--- config.mk ---
export PLATFORM = sky130hd
export DESIGN_NAME = router_pkt_tx
export DESIGN_NICKNAME = d
export VERILOG_FILES = /design/src/rtl/router_pkt_tx.sv
export SDC_FILE = /design/constraint.sdc
export NUM_CORES = 1
export LEC_CHECK = 0
export ABC_CLOCK_PERIOD_IN_PS = 5200
export BUFFER_PORTS_ARGS = -buffer_cell sky130_fd_sc_hd__buf_4
export CAP_MARGIN = 20
export CORE_MARGIN = 2
export CORE_UTILIZATION = 40
export CTS_CLUSTER_SIZE = 14
export DETAILED_ROUTE_END_ITERATION = 10
export GPL_TIMING_DRIVEN = 0
export HOLD_SLACK_MARGIN = 0.12
export PLACE_DENSITY = 0.52
export SYNTH_ARGS = -nofsm -noshare
export SYNTH_HDL_FRONTEND = slang
export SYNTH_SLANG_ARGS = --single-unit
--- constraint.sdc ---
create_clock -name clock -period 5.2 [get_ports clock]
set_input_delay 0.26 -clock clock [delete_from_list [all_inputs] [get_ports clock]]
set_output_delay 0.26 -clock clock [all_outputs]
set_load 0.02 [all_outputs]
--- src/rtl/router_pkt_tx.sv ---
// Router packet transmitter: buffers a whole payload from a valid/ready stream, then
// sends header, payload and parity without gaps, holding the bus only while busy is high.
module router_pkt_tx #(
  parameter int MAX_LEN    = 63,
  parameter int GAP_CYCLES = 2
) (
  input  logic       clock,
  input  logic       resetn,
  input  logic       cmd_valid,
  output logic       cmd_ready,
  input  logic [1:0] cmd_dest,
  input  logic [5:0] cmd_len,
  output logic       cmd_err,
  input  logic       pay_valid,
  output logic       pay_ready,
  input  logic [7:0] pay_data,
  input  logic       busy,
  output logic       pkt_valid,
  output logic [7:0] data_out,
  output logic       tx_done,
  output logic       tx_active
);
  localparam int AW = (MAX_LEN > 1) ? $clog2(MAX_LEN) : 1;
  localparam int GW = (GAP_CYCLES > 1) ? $clog2(GAP_CYCLES) : 1;
  localparam logic [6:0] MAX_L = 7'(MAX_LEN);

  typedef enum logic [2:0] {IDLE, LOAD, HEADER, PAYLOAD, PARITY, GAP} state_t;

  state_t        state;
  logic [1:0]    dest;
  logic [5:0]    len;
  logic [7:0]    parity_acc;
  logic [5:0]    wr_idx;
  logic [5:0]    rd_idx;
  logic [GW-1:0] gap_cnt;
  logic [7:0]    mem [0:MAX_LEN-1];

  logic [5:0] rd_nxt;
  logic       cmd_bad;
  logic       wr_en;

  assign rd_nxt  = rd_idx + 6'd1;
  assign cmd_bad = (cmd_dest == 2'b11) || (cmd_len == 6'd0) || ({1'b0, cmd_len} > MAX_L);
  assign wr_en   = (state == LOAD) && pay_valid;

  always_ff @(posedge clock) begin
    if (wr_en) mem[wr_idx[AW-1:0]] <= pay_data;
  end

  always_ff @(posedge clock or negedge resetn) begin
    if (!resetn) begin
      state      <= IDLE;
      dest       <= 2'd0;
      len        <= 6'd0;
      parity_acc <= 8'h00;
      wr_idx     <= 6'd0;
      rd_idx     <= 6'd0;
      gap_cnt    <= '0;
      cmd_ready  <= 1'b1;
      cmd_err    <= 1'b0;
      pay_ready  <= 1'b0;
      pkt_valid  <= 1'b0;
      data_out   <= 8'h00;
      tx_done    <= 1'b0;
      tx_active  <= 1'b0;
    end else begin
      cmd_err <= 1'b0;
      tx_done <= 1'b0;
      case (state)
        IDLE: begin
          if (cmd_valid) begin
            if (cmd_bad) begin
              cmd_err <= 1'b1;
            end else begin
              dest       <= cmd_dest;
              len        <= cmd_len;
              parity_acc <= {cmd_len, cmd_dest};
              wr_idx     <= 6'd0;
              state      <= LOAD;
              cmd_ready  <= 1'b0;
              pay_ready  <= 1'b1;
              tx_active  <= 1'b1;
            end
          end
        end
        LOAD: begin
          if (pay_valid) begin
            parity_acc <= parity_acc ^ pay_data;
            wr_idx     <= wr_idx + 6'd1;
            if (wr_idx == len - 6'd1) begin
              state     <= HEADER;
              pay_ready <= 1'b0;
              pkt_valid <= 1'b1;
              data_out  <= {len, dest};
            end
          end
        end
        HEADER: begin
          if (!busy) begin
            rd_idx   <= 6'd0;
            state    <= PAYLOAD;
            data_out <= mem[0];
          end
        end
        PAYLOAD: begin
          // Next byte is fetched on the transfer edge so data_out stays a plain register.
          if (!busy) begin
            if (rd_idx == len - 6'd1) begin
              state     <= PARITY;
              pkt_valid <= 1'b0;
              data_out  <= parity_acc;
            end else begin
              rd_idx   <= rd_nxt;
              data_out <= mem[rd_nxt[AW-1:0]];
            end
          end
        end
        PARITY: begin
          if (!busy) begin
            state    <= GAP;
            data_out <= 8'h00;
            tx_done  <= 1'b1;
            gap_cnt  <= GW'(GAP_CYCLES - 1);
          end
        end
        GAP: begin
          if (gap_cnt == '0) begin
            state     <= IDLE;
            tx_active <= 1'b0;
            cmd_ready <= 1'b1;
          end else begin
            gap_cnt <= gap_cnt - GW'(1);
          end
        end
        default: state <= IDLE;
      endcase
    end
  end
endmodule
* After elaboration in Yosys (flattened, before gate mapping)
Memory sizes are Yosys's and may differ from the RTL's.
Cells that the tools add are included.
** Storage, ports and cells
- Bits in registers :: 46
- Bits in writable memories :: 504
- Input bits :: 21
- Logic and storage cells :: 113
- Memories kept :: 1
** Cells by class
- $add $sub $neg :: 4
- Equality and inequality tests :: 18
- Mux-type cells :: 55
- Bitwise logic cells :: 2
- Reductions and logical operators :: 19
** Memory list
- mem :: words 63, bits a word 8, read ports 2, clocked after Yosys merged registers in 0, write ports 1, line 36 : logic [7:0] mem [0:MAX_LEN-1];
** Operators by type and width (count)
- 8-bit 2-to-1 mux :: 9
- 6-bit 2-to-1 mux :: 6
- 8-bit case mux with 4 select lines :: 1
- 3-bit 2-to-1 mux :: 9
- 6-bit case mux with 2 select lines :: 2
- 1-bit 2-to-1 mux :: 21
- 2-bit inequality test (second input constant) :: 9
- 3-bit case mux with 6 select lines :: 1
- 8-bit case mux with 2 select lines :: 1
- 6-bit by 1-bit adder with 6-bit output (second input constant) :: 2
- 6-bit equality test :: 2
- 4-bit AND reduction :: 3
- 1-bit case mux with 2 select lines :: 5
- 5-bit AND reduction :: 2
- 2-bit nonzero test :: 5
- 9-bit AND reduction :: 1
- 8-bit XOR :: 1
- 3-bit by 2-bit equality test with 1-bit output (second input constant) :: 2
- 3-bit equality test (second input constant) :: 2
- 6-bit zero test :: 1
- 6-bit AND reduction :: 1
- 6-bit by 1-bit subtractor with 6-bit output (second input constant) :: 1
- 4-bit nonzero test :: 1
- 3-bit by 1-bit equality test with 1-bit output (second input constant) :: 1
- 9 further kinds :: 9

* Depth between registers and ports, before layout
- Depth in word-level cells :: 5
- Depth in mapped cells :: 11

* Worst setup path before layout
OpenSTA, ideal clock, no wires.
- Path type :: register to register
- Start :: register rd_idx[1]
- End :: register data_out[1]
- Arrival :: 2.480 ns
- Data required time :: 5.076 ns
- Setup slack :: 2.596 ns
- Cell stages (with the launch flop) :: 12
- Clock period less this slack :: 2.604 ns
- Cells stage by stage :: dfrtp_1 > ha_1 > clkbuf_1 > buf_2 > buf_4 > buf_2 > mux4_2 > mux2i_1 > o21ai_0 > a41oi_1 > a311oi_1 > a211o_1
** Between the ends
- Word-level cells in the longest chain between the ends :: 5
- Elaborated cells between the ends (all ways) :: 6
** RTL lines
- start, declared :: line 34 : logic [5:0] rd_idx;
- start signal, assigned :: line 113 : rd_idx <= rd_nxt;
- 6-bit by 1-bit adder with 6-bit output :: line 42 : assign rd_nxt = rd_idx + 6'd1;
- memory 63 x 8 bit
- 8-bit 2-to-1 mux * :: line 108 : if (rd_idx == len - 6'd1) begin
- 8-bit 2-to-1 mux * :: line 107 : if (!busy) begin
- 8-bit case mux with 4 select lines * :: line 69 : case (state)
- end signal, assigned :: line 102 : data_out <= mem[0];
- end signal, assigned :: line 111 : data_out <= parity_acc;
- end signal, assigned :: line 114 : data_out <= mem[rd_nxt[AW-1:0]];
- end, declared :: line 19 : output logic [7:0] data_out,
Mark *: on every way between the ends. The rest lies on a longest branch, timed or not. The select of a mux whose other input is x is not followed.
A chain may end at the register's enable or synchronous reset.

* Final worst setup path
- Start :: register rd_idx[1]
- End :: register data_out[4]
The elaborated chain is that of the path after synthesis.

==> impl_metrics.py <==
metrics = {
    "outcome": {
        "status": "finished clean",
    },
    "yosys": {
        "synth-edff-count": 504,
        "synth_xor_area_frac": 0.0122,
        "syn_inst": 1290,
        "synth_seq_area_share": 0.718,
        "yosysWarnings": 0,
        "synthMuxAreaShare": 0.146,
        "synthAdderAreaFrac": 0.00165,
        "synth_fp_nets": 1314,
        "yosys.area_share.simple": 0.0588,
        "synth_top_family_by_area": "multiplexers",
        "synth_area_mm2": 0.0227,
        "ys_ff_latch": 550,
        "postSynth.asyncResetShare": 0.0836,
        "ys.flop_type": "edfxtp_1",
        "ys_types": 69,
        "synth-compound-area-share": 0.0441,
        "avgSynthCellArea_um2": 17.6,
    },
    "power_and_ir_drop": {
        "leakagePower_nw": 8.63,
        "p_comb_frac": 0.356,
        "irDropWorstVdd_mv": 0.322,
        "seq_power_share": 0.366,
        "p_sw_frac": 0.343,
        "p_per_area_mw_per_mm2": 558,
        "switchingPower_w": 0.00493,
        "power.internal_w": 0.00947,
        "clkPwrFrac": 0.278,
    },
    "place": {
        "dpl.cell_count": 2079,
        "dpl.hpwl_um": 38100,
        "placed_area_mm2": 0.0239,
        "place_congestion": 0.887,
        "port_buffers": 33,
    },
    "drt": {
        "wl_per_cell_um": 27.6,
        "ant_nets": 0,
        "vias_per_cell": 5.58,
        "vias": 12245,
        "drt_pass1_iterations": 5,
        "drc_errors": 0,
        "wl_um": 60500,
        "drtIter0Drc": 1436,
    },
    "global_routing": {
        "grt_util_all_layers": 0.208,
        "grt_pass1_vias": 12529,
        "grt_pass1_wl_um": 87700,
        "grt_max_degree": 66,
        "grt_overflow": 0,
        "antenna_found_initial": 4,
    },
    "clock_network": {
        "htreeDepth": 2,
        "cts_sinks": 550,
        "numCtsBuffers": 58,
        "cts-root-buf": "clkbuf_16",
        "cts_setup_buffers": 0,
        "clk_latency_ps": 620,
        "tritoncts": "built",
        "cts_resized": 0,
        "clockBufferDepth": 3,
        "path_clk_slew_ps": 60,
    },
    "timing": {
        "timing.final.crit_share": 0.818,
        "fin_crit_ps": 4250,
        "clock-skew-final_ps": 19.4,
        "timing.fmax_ghz": 0.235,
        "slew_headroom": 0.195,
        "final_max_slew_viol_count": 0,
        "tightest_slew_ps": 1200,
        "rsz0062_at_grt": "no",
        "setup_tns_ps": 0,
        "hold_violations": 0,
        "fin_hold_ws_ps": 205,
        "setup_viol": 0,
    },
    "finish": {
        "drive_gt1_frac": 0.196,
        "nets": 1418,
        "fin_util": 0.458,
        "final_cells": 2194,
        "fin_area_mm2": 0.0258,
        "syn_to_final_growth_pct": 13.7,
    },
    "setup_path": {
        "critPathKind": "reg2reg",
        "crit_path_end_kind": "register",
        "worst_ep_arrival_time_ps": 4750,
        "crit_fanout": 10,
        "startpoint_type": "register",
        "cp.required_ps": 5700,
    },
    "die": {
        "start_util": 0.403,
        "die-area_mm2": 0.0586,
        "placementRows": 87,
        "die_w_um": 242,
        "die_h_um": 242,
        "coreArea_mm2": 0.0563,
        "ios": 35,
    },
    "worst_hold_path": {
        "hp-class": "in2reg",
    },
    "run": {
        "cap_violations": 0,
    },
}
## cell usage after synthesis, drive strengths merged (8+ instances only)
cell type  number  area share
xor2           11      0.0042
edfxtp        504        0.67
inv            14      0.0023
a21oi          35      0.0077
mux4          106        0.11
o211ai          9      0.0030
nor2           88       0.015
nand3          39      0.0086
buf            51       0.013
dfrtp          45       0.050
clkbuf         20      0.0033
mux2i          74       0.033
a211o           8      0.0031
o21ai          45       0.010
nand2          93       0.015
nor2b          10      0.0028
mux2           13      0.0071
nand3b         10      0.0033
nand2b         12      0.0033
## worst paths after layout
kind / start / to / slack (ps) / cells past startpoint
hold / removal: busy / tx_done / 210 / 2
setup / recovery: rd_idx[1] / data_out[4] / 950 / 11
min in group asynchronous: resetn / data_out[4] / 220 / 2
hold reg to reg: dest[0] / dest[0] / 480 / 2
max in group asynchronous: resetn / rd_idx[3] / 4570 / 2
setup reg to reg: rd_idx[1] / data_out[4] / 950 / 11
## power groups by stage
stage | combinational, W | clock [W] | sequential [W]
3_3_place_gp | 0.00512 | 0 | 0.00535
5_1_grt | 0.00543 | 0.00426 | 0.00529
6_report | 0.00513 | 0.00400 | 0.00527
3_5_place_dp | 0.00514 | 0 | 0.00536
2_1_floorplan | 0.00330 | 0 | 0.00535
4_1_cts | 0.00516 | 0.00408 | 0.00527
## cells in the final DEF (no fill, tap or decap), drive strengths merged, types with 9 or more instances in the layout
master / n
edfxtp: 504
mux4: 106
clkbuf: 96
nand2: 93
nor2: 88
buf: 84
mux2i: 74
dfrtp: 45
o21ai: 45
nand3: 39
a21oi: 35
clkinv: 18
inv: 15
mux2: 13
nand2b: 12
xor2: 11
dlygate4sd3: 11
nor2b: 10
nand3b: 10
o211ai: 9
## state kept, by name, summed over array words and instances (netlist names)
signal,flops
rd_idx,6
pkt_valid,1
cmd_err,1
mem,504
data_out,8
dest,2
wr_idx,6
state,3
tx_active,1
parity_acc,8
tx_done,1
cmd_ready,1
gap_cnt,1
pay_ready,1
len,6
## critical path, cell delays in order (launching register included)
cell      delay, ps
dfrtp_1         460
ha_1            300
clkbuf_1        330
buf_2           470
buf_4           320
buf_2           380
mux4_2          370
mux2i_1         320
o21ai_0         210
a41oi_1         430
a311oi_1        190
a211o_1         340
## area by class of cell
cell class              count  area [µm²]
fillers                  4922       30500
flip-flops and latches    550       16300
multi-input cells         654        5970
clock buffers              76        1540
well taps                 756         946
plain buffers              71         370
repair buffers             44         358
clock inverters            27         262
inverters                  15        56.3
diodes                      1        2.50
## through the flow
step,power [W],setup slack [ps]
2_1_floorplan,0.00865,2600
6_report,0.0144,945
4_1_cts,0.0145,924
3_3_place_gp,0.0105,953
3_5_place_dp,0.0105,941
5_1_grt,0.0150,851
## metal layers
metal / global-route usage / vias to the layer above / wire, µm
met5: 0 / - / 13
met1: 0.294 / 6338 / 26400
met3: 0.0449 / 97 / 4480
met2: 0.322 / 468 / 28000
met4: 0.0684 / 2 / 1630
li1: - / 5340 / -
## cell families (layout without fill, tap and decap cells)
logic type,Yosys count,count (layout)
fa+ha+maj,3,3
simple gates,285,285
other cells,0,1
flops,550,550
compound gates,150,150
xor+xnor,23,23
mux,193,193
buf+inv,86,233
## timing repair
action | CTS | global route
endpoints found under the setup margin | 0 | 0
hold endpoints to repair | 67 | 0
hold buffers | 11 | 0
(Power assumes the default switching activity.)
